$ cat src/rtl/block_offset_scheduler_pkg.sv
// Shared types for the block offset scheduler: grid geometry, offset vectors and FSM states.
package block_offset_scheduler_pkg;

    localparam int unsigned DIM = 4;
    localparam int unsigned BW  = 16;

    typedef logic [BW-1:0]    BOfs_t;
    typedef BOfs_t [DIM-1:0]  BVec_t;

    typedef enum logic [0:0] {
        StIdle,
        StRun
    } state_e;

endpackage

$ cat src/rtl/block_offset_scheduler_if.sv
// Configuration and block-offset handshake bundle for block_offset_scheduler.
interface block_offset_scheduler_if;
    import block_offset_scheduler_pkg::*;

    logic  cfg_rdy;
    logic  cfg_ack;
    BVec_t i_bend;
    BVec_t i_bstride;
    logic  bofs_rdy;
    logic  bofs_ack;
    BVec_t o_bofs;
    logic  o_last;

    modport master (
        output cfg_rdy, i_bend, i_bstride, bofs_ack,
        input  cfg_ack, bofs_rdy, o_bofs, o_last
    );

    modport slave (
        input  cfg_rdy, i_bend, i_bstride, bofs_ack,
        output cfg_ack, bofs_rdy, o_bofs, o_last
    );

endinterface

$ cat src/rtl/block_offset_scheduler_step.sv
// Single-dimension stepper: advances one offset by its stride and carries out on wrap.
module block_offset_step
    import block_offset_scheduler_pkg::*;
(
    input  BOfs_t ofs_i,
    input  BOfs_t stride_i,
    input  BOfs_t bend_i,
    input  logic  carry_i,
    output BOfs_t ofs_nxt_o,
    output logic  carry_o
);

    logic [BW:0] sum;
    logic        wrap;

    always_comb begin
        // One extra bit so ofs+stride near 2^BW cannot alias back below bend.
        sum       = {1'b0, ofs_i} + {1'b0, stride_i};
        wrap      = (stride_i == '0) || (sum >= {1'b0, bend_i});
        ofs_nxt_o = ofs_i;
        carry_o   = 1'b0;
        if (carry_i) begin
            carry_o   = wrap;
            ofs_nxt_o = wrap ? '0 : sum[BW-1:0];
        end
    end

endmodule

$ cat src/rtl/block_offset_scheduler.sv
// Walks an N-D block grid row-major and emits one offset vector per bofs transfer.
// Optional transfer counter o_bcount enabled by BLOCK_OFFSET_SCHEDULER_COUNT_EN.
module block_offset_scheduler
    import block_offset_scheduler_pkg::*;
(
    input  logic i_clk,
    input  logic i_rst,
    block_offset_scheduler_if.slave bus
`ifdef BLOCK_OFFSET_SCHEDULER_COUNT_EN
    ,
    output logic [31:0] o_bcount
`endif
);

    state_e state_q, state_d;
    logic   rdy_q, rdy_d;
    BVec_t  ofs_q, ofs_d;
    BVec_t  bend_q, bend_d;
    BVec_t  stride_q, stride_d;

    logic   carry [DIM+1];
    BOfs_t  ofs_nxt [DIM];
    BVec_t  ofs_step;
    logic   last;
    logic   cfg_empty;
    logic   cfg_ack;

    // Innermost dimension always steps; the carry out of dim 0 means the whole grid wraps.
    assign carry[DIM] = 1'b1;

    for (genvar g = 0; g < DIM; g++) begin : gen_step
        block_offset_step u_step (
            .ofs_i     (ofs_q[g]),
            .stride_i  (stride_q[g]),
            .bend_i    (bend_q[g]),
            .carry_i   (carry[g+1]),
            .ofs_nxt_o (ofs_nxt[g]),
            .carry_o   (carry[g])
        );
    end

    assign last = carry[0];

    always_comb begin
        cfg_empty = 1'b0;
        ofs_step  = '0;
        for (int d = 0; d < DIM; d++) begin
            if (bus.i_bend[d] == '0) cfg_empty = 1'b1;
            ofs_step[d] = ofs_nxt[d];
        end
    end

    always_comb begin
        state_d  = state_q;
        rdy_d    = rdy_q;
        ofs_d    = ofs_q;
        bend_d   = bend_q;
        stride_d = stride_q;
        cfg_ack  = 1'b0;
        unique case (state_q)
            StIdle: begin
                if (bus.cfg_rdy) begin
                    cfg_ack  = 1'b1;
                    bend_d   = bus.i_bend;
                    stride_d = bus.i_bstride;
                    ofs_d    = '0;
                    if (!cfg_empty) begin
                        state_d = StRun;
                        rdy_d   = 1'b1;
                    end
                end
            end
            StRun: begin
                if (bus.bofs_ack) begin
                    if (last) begin
                        state_d = StIdle;
                        rdy_d   = 1'b0;
                        ofs_d   = '0;
                    end else begin
                        ofs_d = ofs_step;
                    end
                end
            end
            default: state_d = StIdle;
        endcase
    end

    always_ff @(posedge i_clk) begin
        if (!i_rst) begin
            state_q  <= StIdle;
            rdy_q    <= 1'b0;
            ofs_q    <= '0;
            bend_q   <= '0;
            stride_q <= '0;
        end else begin
            state_q  <= state_d;
            rdy_q    <= rdy_d;
            ofs_q    <= ofs_d;
            bend_q   <= bend_d;
            stride_q <= stride_d;
        end
    end

    assign bus.cfg_ack  = cfg_ack;
    assign bus.bofs_rdy = rdy_q;
    assign bus.o_bofs   = ofs_q;
    // Latched geometry is meaningless while idle, so last is qualified by rdy.
    assign bus.o_last   = rdy_q & last;

`ifdef BLOCK_OFFSET_SCHEDULER_COUNT_EN
    logic [31:0] bcount_q, bcount_d;

    always_comb begin
        bcount_d = bcount_q;
        if (cfg_ack) begin
            bcount_d = '0;
        end else if (rdy_q && bus.bofs_ack && (bcount_q != 32'hFFFF_FFFF)) begin
            bcount_d = bcount_q + 32'd1;
        end
    end

    always_ff @(posedge i_clk) begin
        if (!i_rst) bcount_q <= '0;
        else        bcount_q <= bcount_d;
    end

    assign o_bcount = bcount_q;
`endif

endmodule

$ cat src/flat_wrapper.sv
// flat-port wrapper written by rule: the top's interface ports become plain ports
module block_offset_scheduler_flat import block_offset_scheduler_pkg::*;
  (i_clk, i_rst, bus_cfg_rdy, bus_i_bend, bus_i_bstride, bus_bofs_ack, bus_cfg_ack, bus_bofs_rdy, bus_o_bofs, bus_o_last);
  block_offset_scheduler_if bus_i ();
  input  logic i_clk;
  input  logic i_rst;
  input wire logic [$bits(bus_i.cfg_rdy)-1:0] bus_cfg_rdy;
  input wire logic [$bits(bus_i.i_bend)-1:0] bus_i_bend;
  input wire logic [$bits(bus_i.i_bstride)-1:0] bus_i_bstride;
  input wire logic [$bits(bus_i.bofs_ack)-1:0] bus_bofs_ack;
  output wire logic [$bits(bus_i.cfg_ack)-1:0] bus_cfg_ack;
  output wire logic [$bits(bus_i.bofs_rdy)-1:0] bus_bofs_rdy;
  output wire logic [$bits(bus_i.o_bofs)-1:0] bus_o_bofs;
  output wire logic [$bits(bus_i.o_last)-1:0] bus_o_last;
  assign bus_i.cfg_rdy = bus_cfg_rdy;
  assign bus_i.i_bend = bus_i_bend;
  assign bus_i.i_bstride = bus_i_bstride;
  assign bus_i.bofs_ack = bus_bofs_ack;
  assign bus_cfg_ack = bus_i.cfg_ack;
  assign bus_bofs_rdy = bus_i.bofs_rdy;
  assign bus_o_bofs = bus_i.o_bofs;
  assign bus_o_last = bus_i.o_last;
  block_offset_scheduler u_core (.i_clk(i_clk), .i_rst(i_rst), .bus(bus_i));
endmodule
$ cat config.mk
export PLATFORM = sky130hd
export DESIGN_NAME = block_offset_scheduler_flat
export DESIGN_NICKNAME = d
export VERILOG_FILES = /design/src/rtl/block_offset_scheduler_pkg.sv /design/src/rtl/block_offset_scheduler_if.sv /design/src/rtl/block_offset_scheduler_step.sv /design/src/rtl/block_offset_scheduler.sv /design/src/flat_wrapper.sv
export SDC_FILE = /design/constraint.sdc
export NUM_CORES = 1
export LEC_CHECK = 0
export CAP_MARGIN = 15
export CORE_ASPECT_RATIO = 2
export CORE_MARGIN = 5
export CORE_UTILIZATION = 54
export CTS_CLUSTER_DIAMETER = 30
export DETAILED_ROUTE_END_ITERATION = 6
export GPL_TIMING_DRIVEN = 0
export HOLD_SLACK_MARGIN = 0.15
export PLACE_DENSITY = 0.81
export SLEW_MARGIN = 20
export SYNTH_ARGS = -nofsm -noshare
export SYNTH_HDL_FRONTEND = slang
export SYNTH_SLANG_ARGS = --single-unit
$ cat constraint.sdc
create_clock -name i_clk -period 4.8 [get_ports i_clk]
set_clock_uncertainty 0.05 [all_clocks]
set_input_delay 0.48 -clock i_clk [delete_from_list [all_inputs] [get_ports i_clk]]
set_output_delay 0.48 -clock i_clk [all_outputs]
set_load 0.03 [all_outputs]
== After elaboration in Yosys (flattened, before gate mapping) ==
Cells that the tools add are included.

* Register bits: 194
* Bits of input ports: 132
* Output and inout bits: 67
* Word-level logic and storage cells: 79

* $add $sub $neg: 4
* Magnitude comparators: 4
* Equality and inequality tests: 7
* Mux-type cells: 30
* Bitwise gates (word level): 2
* Reductions and logical operators: 18

{| class="wikitable"
|+ Operators with widths
! operator !! number
|-
| two-way mux 64 bit || 3
|-
| zero test 16 bit || 8
|-
| case mux 64 bit (2 select lines) || 1
|-
| two-way mux 16 bit || 7
|-
| adder 16 x 16 -> 17 bit || 4
|-
| greater-or-equal comparator 17 x 16 -> 1 bit || 4
|-
| two-way mux 1 bit || 17
|-
| != test 3 bit, second input constant || 3
|-
| AND reduction 3 bit || 3
|-
| != test 2 bit, second input constant || 4
|-
| logical OR 1 bit || 4
|-
| case mux 1 bit (2 select lines) || 2
|-
| AND reduction 2 bit || 2
|-
| AND reduction 4 bit || 1
|-
| AND 1 bit || 1
|-
| NOT 1 bit || 1
|}

== Longest topological paths before layout ==
Gate-level depths: netlist of run 1.

* Depth in word-level cells: 9
* Depth in mapped cells: 20
* Gate-level depth less buffers: 19

== By module ==
Synthesis of run 1 repeated with hierarchy kept, for this count alone.

* Cells, all modules: 1,721
* Area, all modules: 13,504.2 sq um

{| class="wikitable"
|+ Modules (own cells, without submodules)
! module !! times used !! cells each !! area an instance (sq um) !! sequential area each (sq um)
|-
| block_offset_scheduler || 1 || 874 || 7,355.8 || 3,883.7
|-
| block_offset_step (u_core.gen_step[0].u_step ...) || 2 || 220 || 1,572.8 || 0.0
|-
| block_offset_step (u_core.gen_step[3].u_step) || 1 || 209 || 1,505.2 || 0.0
|-
| block_offset_step (u_core.gen_step[2].u_step) || 1 || 198 || 1,497.7 || 0.0
|}

== Least setup slack after synthesis of run 1 ==
OpenSTA, ideal clock, no wires.

* Kind: register to output
* From: register u_core.ofs_q (netlist bit u_core.bus.o_bofs[48])
* To: output bus_o_last
* Arrival: 3.972 ns
* Required time: 4.270 ns
* Setup slack: 0.298 ns
* Cell stages (with the launch flop): 20
* Buffers on the path: 0
* Path through: dfxtp_1 > ha_1 > inv_1 > fa_1 > nor2b_1 > o31a_1 > o211ai_1 > nand2_1 > a31oi_1 > o21ai_0 > xor2_1 > ha_1 > a211oi_1 > o21ai_0 > a2111oi_0 > a21oi_1 > a211o_1 > nand3_1 > nor2_1 > and2_1

* Cells in the longest elaborated chain, start to end: 7

{| class="wikitable"
|+ Ends and longest elaborated chain
! what !! RTL line !! text
|-
| from (decl) || block_offset_scheduler.sv:17 || <nowiki>BVec_t ofs_q, ofs_d;</nowiki>
|-
| from (signal assigned) || block_offset_scheduler.sv:98 || <nowiki>ofs_q <= ofs_d;</nowiki>
|-
| adder 16 x 16 -> 17 bit || block_offset_scheduler_step.sv:18 || <nowiki>sum = {1'b0, ofs_i} + {1'b0, stride_i};</nowiki>
|-
| greater-or-equal comparator 17 x 16 -> 1 bit || block_offset_scheduler_step.sv:19 || <nowiki>wrap = (stride_i == '0) || (sum >= {1'b0, bend_i});</nowiki>
|-
| logical OR 1 bit || block_offset_scheduler_step.sv:19 ||
|-
| two-way mux 1 bit (3 in series) || block_offset_scheduler_step.sv:22 || <nowiki>if (carry_i) begin</nowiki>
|-
| AND 1 bit || block_offset_scheduler.sv:108 || <nowiki>assign bus.o_last = rdy_q & last;</nowiki>
|-
| to (decl) || flat_wrapper.sv:14 || <nowiki>output wire logic [$bits(bus_i.o_last)-1:0] bus_o_last;</nowiki>
|}

Every way passes these cells.

== Worst setup path in the final report of run 1 ==
* From: register u_core.stride_q[0] (netlist name)
* To: output bus_o_last

* Cells in the longest elaborated chain, start to end: 5
* Elaborated cells between the ends (all ways): 6
* Those cells by class: add/sub: 1; order compare: 1; mux: 1; bitwise: 1; reduce/logical: 2

{| class="wikitable"
|+ Ends and longest elaborated chain
! what !! RTL line !! text
|-
| from (decl) || block_offset_scheduler.sv:19 || <nowiki>BVec_t stride_q, stride_d;</nowiki>
|-
| from (signal assigned) || block_offset_scheduler.sv:100 || <nowiki>stride_q <= stride_d;</nowiki>
|-
| adder 16 x 16 -> 17 bit || block_offset_scheduler_step.sv:18 ||
|-
| greater-or-equal comparator 17 x 16 -> 1 bit || block_offset_scheduler_step.sv:19 ||
|-
| logical OR 1 bit * || block_offset_scheduler_step.sv:19 ||
|-
| two-way mux 1 bit * || block_offset_scheduler_step.sv:22 ||
|-
| AND 1 bit * || block_offset_scheduler.sv:108 ||
|}

Every way passes the cells marked *; elsewhere a longest branch is shown, timed or not.

==> metrics, run 1 <==
antenna diode instance count 0; ys async rst share 0%; Clock Power Share 35.1%; drt total wl 36100 um; worst path arrival time 4.35 ns; die area 24500 sq um; Primary FF master, synth dfxtp_1; die outline width 113 um; Layout area overhead 29.2%; startpoint types register; H-tree depth 4; wire per inst 18.8 um; # IOs 199; CTS buffer count 17; vias in the first global route 11396; type of the worst min-delay path register to register; EDFF count, synth 0; row count 75; post-route ant nets 0; CP bufs+invs 1; maxcap violations 0; Internal Pwr Total 2940 uW; Crit path largest cell delay 0.40 ns; status finished with violations; share of layout cells above drive strength 1 7.27%; initial antenna violation count 0; DRC 0; Final Worst Setup Slack -0.0823 ns; Synth Instances 1396; fin cells 1920; Worst-path clk slew 0.07 ns; failing checks setup timing; post-synthesis cell area 11500 sq um; Peak Freq 205 MHz; port buffer count 198; final setup fails 1; Critical Path, Cell by Cell ha_2 > fa_2 > a211oi_2 > o21ai_1 > a31o_2 > o21ai_4 > o21bai_1 > a21oi_2 > xnor2_1 > ha_1 > a21o_1 > a2111oi_2 > nand4_1 > nor4_4 > nor2_2 > and2_4 > buf_6; worst vdd ir 0.000269 V; RSZ-0062 raised after global routing true; Slowest cell on crit path fa_2; Max FO, Critical Path 3; cts hold-fix bufs 0; Cell Area, Placed 13800 sq um; Net Sw Power 1220 uW; Final #Nets 1903; yosys warns 0; Pleak 0.00607 uW; Final Max Slew Viols 0; placed cells 1863; chip height 217 um; Starting Density 54.8%; design area 14900 sq um; Max clock buf depth 2; minimum clock period 4.88 ns; sequential fraction of the synthesis area 33.7%; total grt overflow 0; Distinct cells, synth 59; vias per std cell 5.78; Skew-Pair Late Insertion Delay 0.44 ns; Switching Fraction 29.3%; Hold Violations, Final 0; Layout fillers 1750; Num Clock Sinks 194; Least-Margin Pin Slew 0.781 ns; Yosys reg bits 194; worst path required time 4.27 ns; footprint of the multi-input gates 7350 sq um; P per Cell Area 279 nW/um^2; dpl hpwl 28500 um; critical path class register to output pin; CP delay by family, top compound AO/OA/AOI/OAI gates; GPL Wtd Cong 0.976; Total GRT Usage 29.2%; Rel. slew slack 47.4%; period utilization 102%; Clk Tree Root Cell clkbuf_16; TritonRoute pass-1 iters 5; routed via count 11105; Core Area 21000 sq um; Mean Syn Cell Area 8.25 sq um; largest net degree at the start of global routing 17; kind of end point of the critical path output pin; Syn Nets 1660; Combinational Power Share 22.6%; TritonCTS clock tree built; Starting DRT DRC Count 559; first-pass GRT wire length 56600 um; sequential fraction of design power 42.2%; register area 3900 sq um
## through the flow
step                setup slack, ns  power, uW  util, %  TNS [ns]  hold slack [ns]
floorplan                     0.298       2300        -         0            0.393
global placement             -0.748       2620     65.8    -14.49            0.401
detailed placement           -0.739       2640     65.8    -14.90            0.409
CTS                          0.0130       4140     70.3         0            0.418
global route                 -0.260       4330     70.8    -0.312            0.438
finish                      -0.0823       4160     70.8   -0.0823            0.415
## worst paths after layout
check	startpoint	endpoint	slack, ns	cells past startpoint
worst max-delay path	u_core.stride_q[0]	bus_o_last	-0.08	17
worst min-delay path	u_core.bend_q[35]	u_core.bend_q[35]	0.42	2
worst max register to register	u_core.stride_q[19]	u_core.bus.o_bofs[22]	0.18	17
worst min register to register	u_core.bend_q[35]	u_core.bend_q[35]	0.42	2
## logic make-up (layout without fill, tap and decap cells)
| family | after synthesis | in the layout | share of synthesized area [%] |
|---|---|---|---|
| XOR/XNOR | 52 | 52 | 3.95 |
| multiplexers | 1 | 1 | 0.0869 |
| adder cells (fa/ha/maj) | 132 | 132 | 14.6 |
| AND/OR/NAND/NOR | 504 | 504 | 19.9 |
| buffers and inverters | 136 | 391 | 4.66 |
| flip-flops | 194 | 194 | 33.7 |
| AO/OA/AOI/OAI | 377 | 377 | 23.1 |
## worst reg2reg max path: stages, from the launching register on
cell	delay (ns)
dfxtp_1	0.37
ha_1	0.37
o21ai_0	0.14
o21ai_0	0.32
nand4_1	0.23
nand2_1	0.14
nor2_1	0.06
xnor2_1	0.23
ha_1	0.29
and3_1	0.16
a221o_1	0.33
nand2_1	0.08
nand4_1	0.09
or4b_4	0.60
buf_4	0.18
nor4_4	0.44
clkbuf_4	0.33
a22o_1	0.17
## cell usage after synthesis, types with 19 or more instances
library cell    n  area, sq um
nand3_1        21          105
a22o_1         43          377
a21boi_0      130          976
nor2_1         49          184
dfxtp_1       194         3880
nand2_1       302         1130
nor4_1         36          225
clkbuf_1       41          154
xnor2_1        43          377
a21o_1         20          150
inv_1          84          315
o21ai_0        36          180
nand4_1        19          119
a21oi_1        67          335
ha_1          128         1600
nor2b_1        22          138
## metal layers
| metal | share of wire (%) | GRT usage (%) | routed length (um) |
|---|---|---|---|
| met5 | 0 | 0 | 0 |
| met4 | 7.2 | 18.5 | 2590 |
| met3 | 4.5 | 4.55 | 1640 |
| met2 | 53 | 55.6 | 19200 |
| met1 | 35 | 28.5 | 12600 |
## placed cells by master, fill, tap and decap left out, types with 7 or more instances in the layout
cell type and instances:
nand2_1 302, clkdlybuf4s50_1 197, dfxtp_1 188, a21boi_0 130
ha_1 123, inv_1 83, a21oi_1 63, nor2_1 47
clkbuf_1 45, a22o_1 43, xnor2_1 41, nor4_1 35
o21ai_0 31, buf_4 26, a21o_1 20, nor2b_1 20
nand3_1 19, nand4_1 19, clkbuf_16 17, nor3_1 13
a22oi_1 11, o21a_1 9, nand2b_1 9, xor2_1 8
and3_1 8, o211ai_1 7, o21bai_1 7
## repair_timing
item | 4_1_cts | 5_1_grt
buffers inserted | 21 | 5
endpoints found under the setup margin | 56 | 44
resized for setup | 57 | 14
pin swaps | 35 | 18
## final cells by class
| type | instances | area share, % |
|---|---|---|
| plain buffers | 52 | 1.52 |
| clock buffers | 22 | 3.05 |
| repair buffers | 224 | 14.6 |
| inverters | 84 | 2.12 |
| multi-input cells | 1066 | 49.3 |
| well taps | 269 | 2.26 |
| clock inverters | 9 | 0.891 |
| flip-flops and latches | 194 | 26.2 |
## registers in the layout, summed over array words and instances (netlist names)
signal and cells:
u_core.bus.o_bofs 64, u_core.bus.bofs_rdy 1, u_core.state_q 1, u_core.stride_q 64, u_core.bend_q 64
## power groups by stage
| stage | clock network [uW] | registers, uW | logic [uW] |
|---|---|---|---|
| floorplan | 0 | 1780 | 518 |
| global placement | 0 | 1790 | 832 |
| detailed placement | 0 | 1790 | 853 |
| CTS | 1470 | 1750 | 916 |
| global route | 1540 | 1760 | 1030 |
| finish | 1460 | 1760 | 941 |
(Power assumes the default switching activity.)
==> inputs of run 2 (changes only) <==
--- a/config.mk
+++ b/config.mk
@@ -18,3 +18,4 @@
 export SYNTH_ARGS = -nofsm -noshare
 export SYNTH_HDL_FRONTEND = slang
 export SYNTH_SLANG_ARGS = --single-unit
+export TNS_END_PERCENT = 20
==> metrics, run 2 (same netlist as run 1, synthesis figures left out) <==
highest-count cells in the layout ignoring fill and taps 301 x nand2_1, 197 x clkdlybuf4s50_1, 188 x dfxtp_1; Layout fillers 1750; vias per std cell 5.78; Critical Path, Cell by Cell ha_2 > fa_2 > a211oi_2 > o21ai_1 > a31o_2 > o21ai_4 > o21bai_1 > a21oi_2 > xnor2_1 > ha_1 > a21o_1 > a2111oi_2 > nand4_1 > nor4_4 > nor2_2 > and2_4 > buf_6; Hold Violations, Final 0; Least-Margin Pin Slew 0.747 ns; placed cells 1863; GPL Wtd Cong 0.976; maxcap violations 0; Final #Nets 1902; worst vdd ir 0.000269 V; worst path required time 4.27 ns; Starting DRT DRC Count 565; reg2reg setup slack 0.18 ns; final setup fails 1; DRC 0; TritonRoute pass-1 iters 5; port buffer count 198; Max clock buf depth 2; Final Power 4160 uW; antenna diode instance count 0; cell count of the worst reg-to-reg path 17; cts hold-fix bufs 0; total grt overflow 0; failing checks setup timing; Num Clock Sinks 194; Slowest cell on crit path fa_2; routed via count 11089; R2R Path End u_core.bus.o_bofs[22]; period utilization 102%; startpoint types register; Total GRT Usage 29.2%; share of layout cells above drive strength 1 7.33%; CP delay by family, top compound AO/OA/AOI/OAI gates; Clk Tree Root Cell clkbuf_16; # IOs 199; Core Area 21000 sq um; H-tree depth 4; Starting Density 54.8%; largest net degree at the start of global routing 17; status finished with violations; Worst-path clk slew 0.07 ns; RR Startpoint u_core.stride_q[19]; kind of end point of the critical path output pin; worst path arrival time 4.35 ns; commonest non-fill, non-tap cell in the layout nand2_1; post-route ant nets 0; TritonCTS clock tree built; RSZ-0062 raised after global routing true; Final Worst Setup Slack -0.0765 ns; initial antenna violation count 0; vias in the first global route 11396; row count 75; Crit. Startpoint u_core.stride_q[0]; die area 24500 sq um; Rel. slew slack 49.8%; number of cells on the critical path 17; P per Cell Area 279 nW/um^2; die outline width 113 um; fin cells 1919; final core occ 70.8%; Final Max Slew Viols 0; Skew-Pair Late Insertion Delay 0.44 ns; type of the worst min-delay path register to register; Crit path largest cell delay 0.40 ns; chip height 217 um; Pleak 0.00607 uW; CTS buffer count 17; CP bufs+invs 1; first-pass GRT wire length 56600 um; drt total wl 36100 um; dpl hpwl 28500 um; Peak Freq 205 MHz; crit path to bus_o_last; wire per inst 18.8 um; critical path class register to output pin; Layout area overhead 29.2%; Max FO, Critical Path 3; minimum clock period 4.88 ns; Setup TNS -0.0765 ns
-- run 2: cell types whose count changed in the layout (fill, tap and decap cells not counted), sizes merged --
cell	delta
clkbuf	-1
-- run 2: worst min path at each step --
stage / slack [ns] / cells after the start / endpoint / startpoint
2_1_floorplan: 0.39 / 2 / u_core.bend_q[10] / u_core.bend_q[10]
3_3_place_gp: 0.40 / 2 / u_core.bend_q[10] / u_core.bend_q[10]
3_5_place_dp: 0.41 / 2 / u_core.bend_q[41] / u_core.bend_q[41]
4_1_cts: 0.42 / 2 / u_core.bend_q[35] / u_core.bend_q[35]
5_1_grt: 0.44 / 2 / u_core.bend_q[12] / u_core.bend_q[12]
6_report: 0.42 / 2 / u_core.bend_q[35] / u_core.bend_q[35]
-- run 2: power breakdown --
part	total [uW]	internal [uW]	switching [uW]
logic	939	417	523
registers	1760	1690	67.0
clock network	1460	831	629
total	4160	2940	1220
-- run 2: layout make-up --
cell class / count / area (sq um) / area share, %
multi-input combinational: 1066 / 7350 / 49.4
clock inverter: 9 / 133 / 0.891
timing repair buffer: 223 / 2170 / 14.6
tap: 269 / 337 / 2.26
buffer: 52 / 226 / 1.52
inverter: 84 / 315 / 2.12
sequential: 194 / 3900 / 26.2
clock buffer: 22 / 454 / 3.05
-- run 2: metal layers --
layer | wire (um) | GRT usage [%] | part of all wire [%] | vias to the layer above
li1 | - | - | - | 5401
met4 | 2690 | 18.5 | 7.5 | 0
met5 | 0 | 0 | 0 | -
met3 | 1730 | 4.55 | 4.8 | 137
met2 | 19100 | 55.6 | 53 | 363
met1 | 12500 | 28.5 | 35 | 5188
-- run 2: metrics by stage --
step                      hold WS [ns]  worst slack [ns]  area (sq um)
after floorplan                  0.393             0.298         11500
after global placement           0.401            -0.748         13800
after detailed placement         0.409            -0.739         13800
after CTS                        0.418            0.0130         14800
after global routing             0.438            -0.260         14900
final                            0.415           -0.0765         14900
-- run 2: tightest hold or removal path: cells and delay by family, from the launching register on --
kind             cells  cell delay (ns)
flip-flops           1             0.31
AO/OA/AOI/OAI        1             0.06
AND/OR/NAND/NOR      1             0.05
-- run 2: repair_timing --
item	in CTS	in global routing
buffers inserted	21	4
gates resized for setup	57	17
setup endpoints to repair	56	44
pin swaps	35	17
==> inputs of run 3 (changes only) <==
--- a/config.mk
+++ b/config.mk
@@ -5,15 +5,16 @@
 export SDC_FILE = /design/constraint.sdc
 export NUM_CORES = 1
 export LEC_CHECK = 0
+export ABC_AREA = 1
 export CAP_MARGIN = 15
 export CORE_ASPECT_RATIO = 2
 export CORE_MARGIN = 5
-export CORE_UTILIZATION = 54
+export CORE_UTILIZATION = 55
 export CTS_CLUSTER_DIAMETER = 30
 export DETAILED_ROUTE_END_ITERATION = 6
 export GPL_TIMING_DRIVEN = 0
 export HOLD_SLACK_MARGIN = 0.15
-export PLACE_DENSITY = 0.81
+export PLACE_DENSITY = 0.82
 export SLEW_MARGIN = 20
 export SYNTH_ARGS = -nofsm -noshare
 export SYNTH_HDL_FRONTEND = slang
==> metrics, run 3 <==
die outline width 115 um; Fin Hold WS 0.413 ns; critical path class register to output pin; type of the worst min-delay path register to register; most common cell in the synthesized netlist nand2_1; Max clock buf depth 2; top cells by instance count after synthesis 250 x nand2_1, 212 x nor2_1, 194 x dfxtp_1, 176 x inv_1, 164 x a21oi_1; Hold Violations, Final 0; largest family of logic cells by synthesized area simple AND/OR/NAND/NOR gates; final setup fails 0; fin cells 2196; minimum clock period 4.69 ns; ys async rst share 0%; worst path arrival time 4.16 ns; first-pass GRT wire length 66600 um; H-tree depth 4; Peak Freq 213 MHz; vias in the first global route 12815; Rel. slew slack 42.7%; die area 25400 sq um; post-synthesis cell area 12200 sq um; yosys warns 0; # IOs 199; placed cells 2157; TritonCTS clock tree built; startpoint types register; GPL Wtd Cong 1.03; wire per inst 20.3 um; M1 WL 14100 um; Worst-path clk slew 0.08 ns; sequential fraction of the synthesis area 31.8%; Num Clock Sinks 194; row count 77; post-synthesis compound-gate area fraction 17.0%; worst vdd ir 0.000235 V; Synth area leader dfxtp_1; final core occ 69.5%; Mean Syn Cell Area 7.24 sq um; period utilization 97.8%; Skew-Pair Late Insertion Delay 0.47 ns; Layout area overhead 25.1%; Starting DRT DRC Count 834; chip height 221 um; drt total wl 44700 um; CTS buffer count 17; Least-Margin Pin Slew 0.859 ns; WL met2 23800 um; Clk Tree Root Cell clkbuf_16; Cell Area, Placed 14500 sq um; synth top area cells dfxtp_1 32%, ha_1 13%, nand2_1 7.7%; Primary FF master, synth dfxtp_1; Max FO, Critical Path 4; status finished clean; initial antenna violation count 0; routed via count 12698; share of layout cells above drive strength 1 7.14%; multiplexer share of the synthesized area 0.0821%; simple-gate share of the synthesized area 25.3%; antenna diode instance count 0; Final Max Slew Viols 0; Final #Nets 2171; Total GRT Usage 35.0%; Top Layer Used met4; dpl hpwl 36300 um; kind of end point of the critical path output pin; Yosys reg bits 194; Distinct cells, synth 52; cell count of the worst reg-to-reg path 21; Post-Synth Adder-Cell Area 13.8%; largest net degree at the start of global routing 18; DRC 0; area share of the largest cell type after synthesis 31.8%; design area 15300 sq um; Synth Instances 1684; TritonRoute pass-1 iters 6; vias per std cell 5.78; Starting Density 55.5%; Syn Nets 1948; Core Area 22000 sq um; worst path required time 4.27 ns; Pleak 0.00688 uW; Hold Path Depth 2; Synth Area in XOR/XNOR 3.66%; post-route ant nets 0; total grt overflow 0; port buffer count 197; highest-count cells in the layout ignoring fill and taps 245 x nand2_1, 211 x nor2_1, 196 x clkdlybuf4s50_1; cts hold-fix bufs 0; met3 wire length 2270 um; EDFF count, synth 0; P per Cell Area 361 nW/um^2; Final Power 5510 uW; maxcap violations 0; commonest non-fill, non-tap cell in the layout nand2_1
[run 3: worst paths after layout]
path	startpoint	slack (ns)	end
hold reg to reg	u_core.bend_q[40]	0.41	u_core.bend_q[40]
setup reg to reg	u_core.stride_q[50]	0.49	u_core.bus.o_bofs[60]
hold / removal	u_core.bend_q[40]	0.41	u_core.bend_q[40]
setup / recovery	u_core.stride_q[50]	0.11	bus_o_last
[run 3: repair_timing]
item                       4_1_cts  5_1_grt
pin swaps                        1        5
resized for setup               12       16
buffers inserted                 1        6
setup endpoints to repair        1        1
[run 3: critical path, stage by stage, from the launching register on]
cell	delay (ns)
dfxtp_1	0.41
ha_1	0.31
a21oi_1	0.17
nand2_1	0.13
nand2_1	0.09
nand2_1	0.16
a21boi_0	0.59
xnor2_1	0.31
ha_1	0.35
nand2_1	0.06
nor3_1	0.17
nand2_1	0.08
nand2_1	0.12
nand2_1	0.06
nand2_1	0.06
nand2_1	0.07
nand3_2	0.11
nand3_4	0.11
nor3_4	0.16
buf_6	0.16
[run 3: cells by family after synthesis]
family	after synthesis
AO/OA/AOI/OAI	375
XOR/XNOR	51
adder cells (fa/ha/maj)	132
buffers and inverters	248
flip-flops	194
multiplexers	1
AND/OR/NAND/NOR	683
[run 3: report_power, final]
part	leakage, uW	switching [uW]	total [uW]	internal (uW)
sequential	0.00159	125	1900	1770
combinational	0.00499	1330	2080	754
clock	0.000290	692	1530	839
[run 3: final cells by class]
class | count | area (sq um)
Buffer | 67 | 334
Clock buffer | 18 | 439
Clock inverter | 14 | 174
Fill cell | 1923 | 6710
Inverter | 181 | 679
Multi-Input combinational cell | 1242 | 7370
Sequential cell | 194 | 3890
Tap cell | 276 | 345
Timing Repair Buffer | 204 | 2030
[run 3: routing by layer]
metal	vias up	track usage, %
li1	6108	-
met5	-	0
met2	541	65.7
met4	0	30.5
met1	5839	30.8
met3	210	6.16
[run 3: per-stage QoR]
| step | TNS (ns) | setup WS [ns] |
|---|---|---|
| final | 0 | 0.107 |
| after global routing | -0.0471 | -0.0471 |
| after CTS | 0 | 0.0314 |
| after detailed placement | -0.306 | -0.306 |
| after global placement | -0.315 | -0.315 |
| after floorplan | 0 | 0.503 |
==> RTL change: new RTL, config.mk and constraints of run 1 <==
Change the package constant `DIM` from 4 to 2.
--- a/src/rtl/block_offset_scheduler_pkg.sv
+++ b/src/rtl/block_offset_scheduler_pkg.sv
@@ -1,7 +1,7 @@
 // Shared types for the block offset scheduler: grid geometry, offset vectors and FSM states.
 package block_offset_scheduler_pkg;
 
-    localparam int unsigned DIM = 4;
+    localparam int unsigned DIM = 2;
     localparam int unsigned BW  = 16;
 
     typedef logic [BW-1:0]    BOfs_t;
Ports: changed (resized bus_i_bend, bus_i_bstride and bus_o_bofs); port bits go from 199 to 103. No check against the original RTL was run, so the function may have changed too.
==> RTL change against run 1 <==
- combinational power fell by 42%
- routed wire length shrank 52%
- sequential share of layout area increased by 0.34 points
- first-iteration DRC count down 56%
- power is 46% lower
- synthesized area is 51% lower
- design area is 50% lower
- worst setup slack improved by 0.16 ns
- sequential power is 49% lower
- maximum frequency increased by 3.4%
- clock power down 44%
- sequential cell count decreased by 96
- via count is 49% lower
- largest cell class unchanged
==> RTL change: results (changes against run 1) <==
Worst setup path:
- The peak per-stage delay on the critical path came to 0.36 ns (-0.04 ns).
- The startpoint of the worst-slack reg-to-reg timing path is u_core.bus.o_bofs[16]$_SDFFE_PN0P_.
- The capture point of the worst reg-to-reg path is u_core.bus.o_bofs[28]$_SDFFE_PN0P_.
- For this design, the slowest cell found on the critical path is dfxtp_4.
- The critical path data arrival time was 4.19 ns (-0.16 ns).
- The worst-case reg-to-reg path depth is 22 (+5).
- Tracing the worst setup path back leads to its startpoint at u_core.bus.o_bofs[16]$_SDFFE_PN0P_.

Place:
- The standard cell area after detailed placement is 6863 um2 (-50%).
- The final estimated routing congestion in global placement is 0.9839 (+0.79%).
- The number of buffers inserted by port buffering is 101 (-49%).
- The half-perimeter wire length after detailed placement was 13610 um (-52%).
- The instance count after placement with tap cells included is 945 (-49%).

Layout:
- The synthesis-to-layout area growth is 30.93%.
- The layout buffer count excluding clock buffers was 141 (-49%).
- The count of multi-input gates is 530 (-50%).
- The number of fill cells in the layout came to 847 (-52%).
- The proportion of cell area occupied by multi-input gates is 0.4771 (-0.01637).
- The clock tree cell share of total cell area came to 0.04475 (+0.005329).
- The layout buffering overhead excluding clock cells was 0.1647 (+0.003151).
- The total number of nets in the final design came to 964 (-49%).
- The share of cells above drive strength 1 is 0.08513 (+0.01245).
- The number of non-clock inverters is 50 (-40%).

Hold path:
- The worst hold path begins at u_core.bend_q[6]$_SDFFE_PN0P_.
- The end of the worst hold path is u_core.bend_q[6]$_SDFFE_PN0P_.

Power and ir drop:
- The worst-case vdd ir drop came to 209.3 uV (-22%).
- The static leakage is 2.994 nW (-51%).

Synthesis:
- The commonest cells after synthesis are 145 x nand2_1, 98 x dfxtp_1, 88 x a21oi_1, 64 x ha_1, 49 x inv_1.
- The flip-flop and latch count after synthesis came to 98 (-49%).
- In the post-synthesis netlist, the biggest area contributors are dfxtp_1 35%, ha_1 14%, nand2_1 9.6%.
- The number of nets produced by synthesis is 841 (-49%).
- The sequential cell area fraction in the yosys report is 0.3454 (+0.008276).

Global routing:
- The global router's overall resource usage came to 0.2798 (-0.01258).
- The met1 track demand over resource came to 0.2671 (-0.01833).
- The largest net degree at the start of global routing is 16 (-1).
- The met3 track demand over resource in global routing was 0.04229 (-0.003198).
- The via count of the first global-routing pass came to 5904 (-48%).
- The global-route met2 utilization is 0.5103 (-0.04608).

Route:
- The detailed-routing iteration count for the pre-antenna-repair pass is 6 (+1).
- The average via count per standard cell is 5.825 (+0.71%).
- The detailed route wirelength on metal3 is 801 um (-51%).
- The violation count after the first detailed-routing iteration is 248 (-56%).
- The met1 routed wirelength after detailed routing is 5836 um (-54%).
- The per-cell routed wire length is 17.78 um (-5.4%).
- The total length of routed met2 wires was 9235 um (-52%).
- The final wirelength is 17260 um (-52%).

Clocking:
- The clock insertion delay at the later pin of the skew report was 0.35 ns (-0.09 ns).
- The number of H-tree levels is 3 (-1).

Timing:
- The worst hold slack after final layout is 0.4079 ns (-0.007217 ns).
- The worst slew margin relative to its limit is 0.5629 (+0.08857).

Run status:
- The flow ran to the end, and the final reports show no timing, DRC or antenna violations.
-- RTL change: power breakdown --
part	internal, mW	leakage, nW	switching [mW]
Sequential	0.859	0.803	0.0368
Combinational	0.239	2.03	0.308
Clock	0.507	0.163	0.310
Total	1.60	2.99	0.656
-- RTL change: worst min-delay path, delay by kind of cell (launching register included) --
family / cells / cell delay (ns)
AO/OA/AOI/OAI: 1 / 0.05
flip-flops: 1 / 0.31
AND/OR/NAND/NOR: 1 / 0.05
-- RTL change: repair_timing --
| action | in CTS | in global routing |
|---|---|---|
| pin swaps | 9 | 12 |
| setup endpoints to repair | 1 | 11 |
| buffers inserted | 6 | 6 |
| gates resized for setup | 18 | 28 |
-- RTL change: logic make-up after synthesis --
logic type                 count (synthesis)  synth area share
xor gates and xnor gates                  22           0.03392
and+or+nand+nor                          251            0.1954
DFF                                       98            0.3454
buffers and inverters                     79           0.05529
adders and majority gates                 66            0.1480
AOI/OAI and AO/OA                        191            0.2220
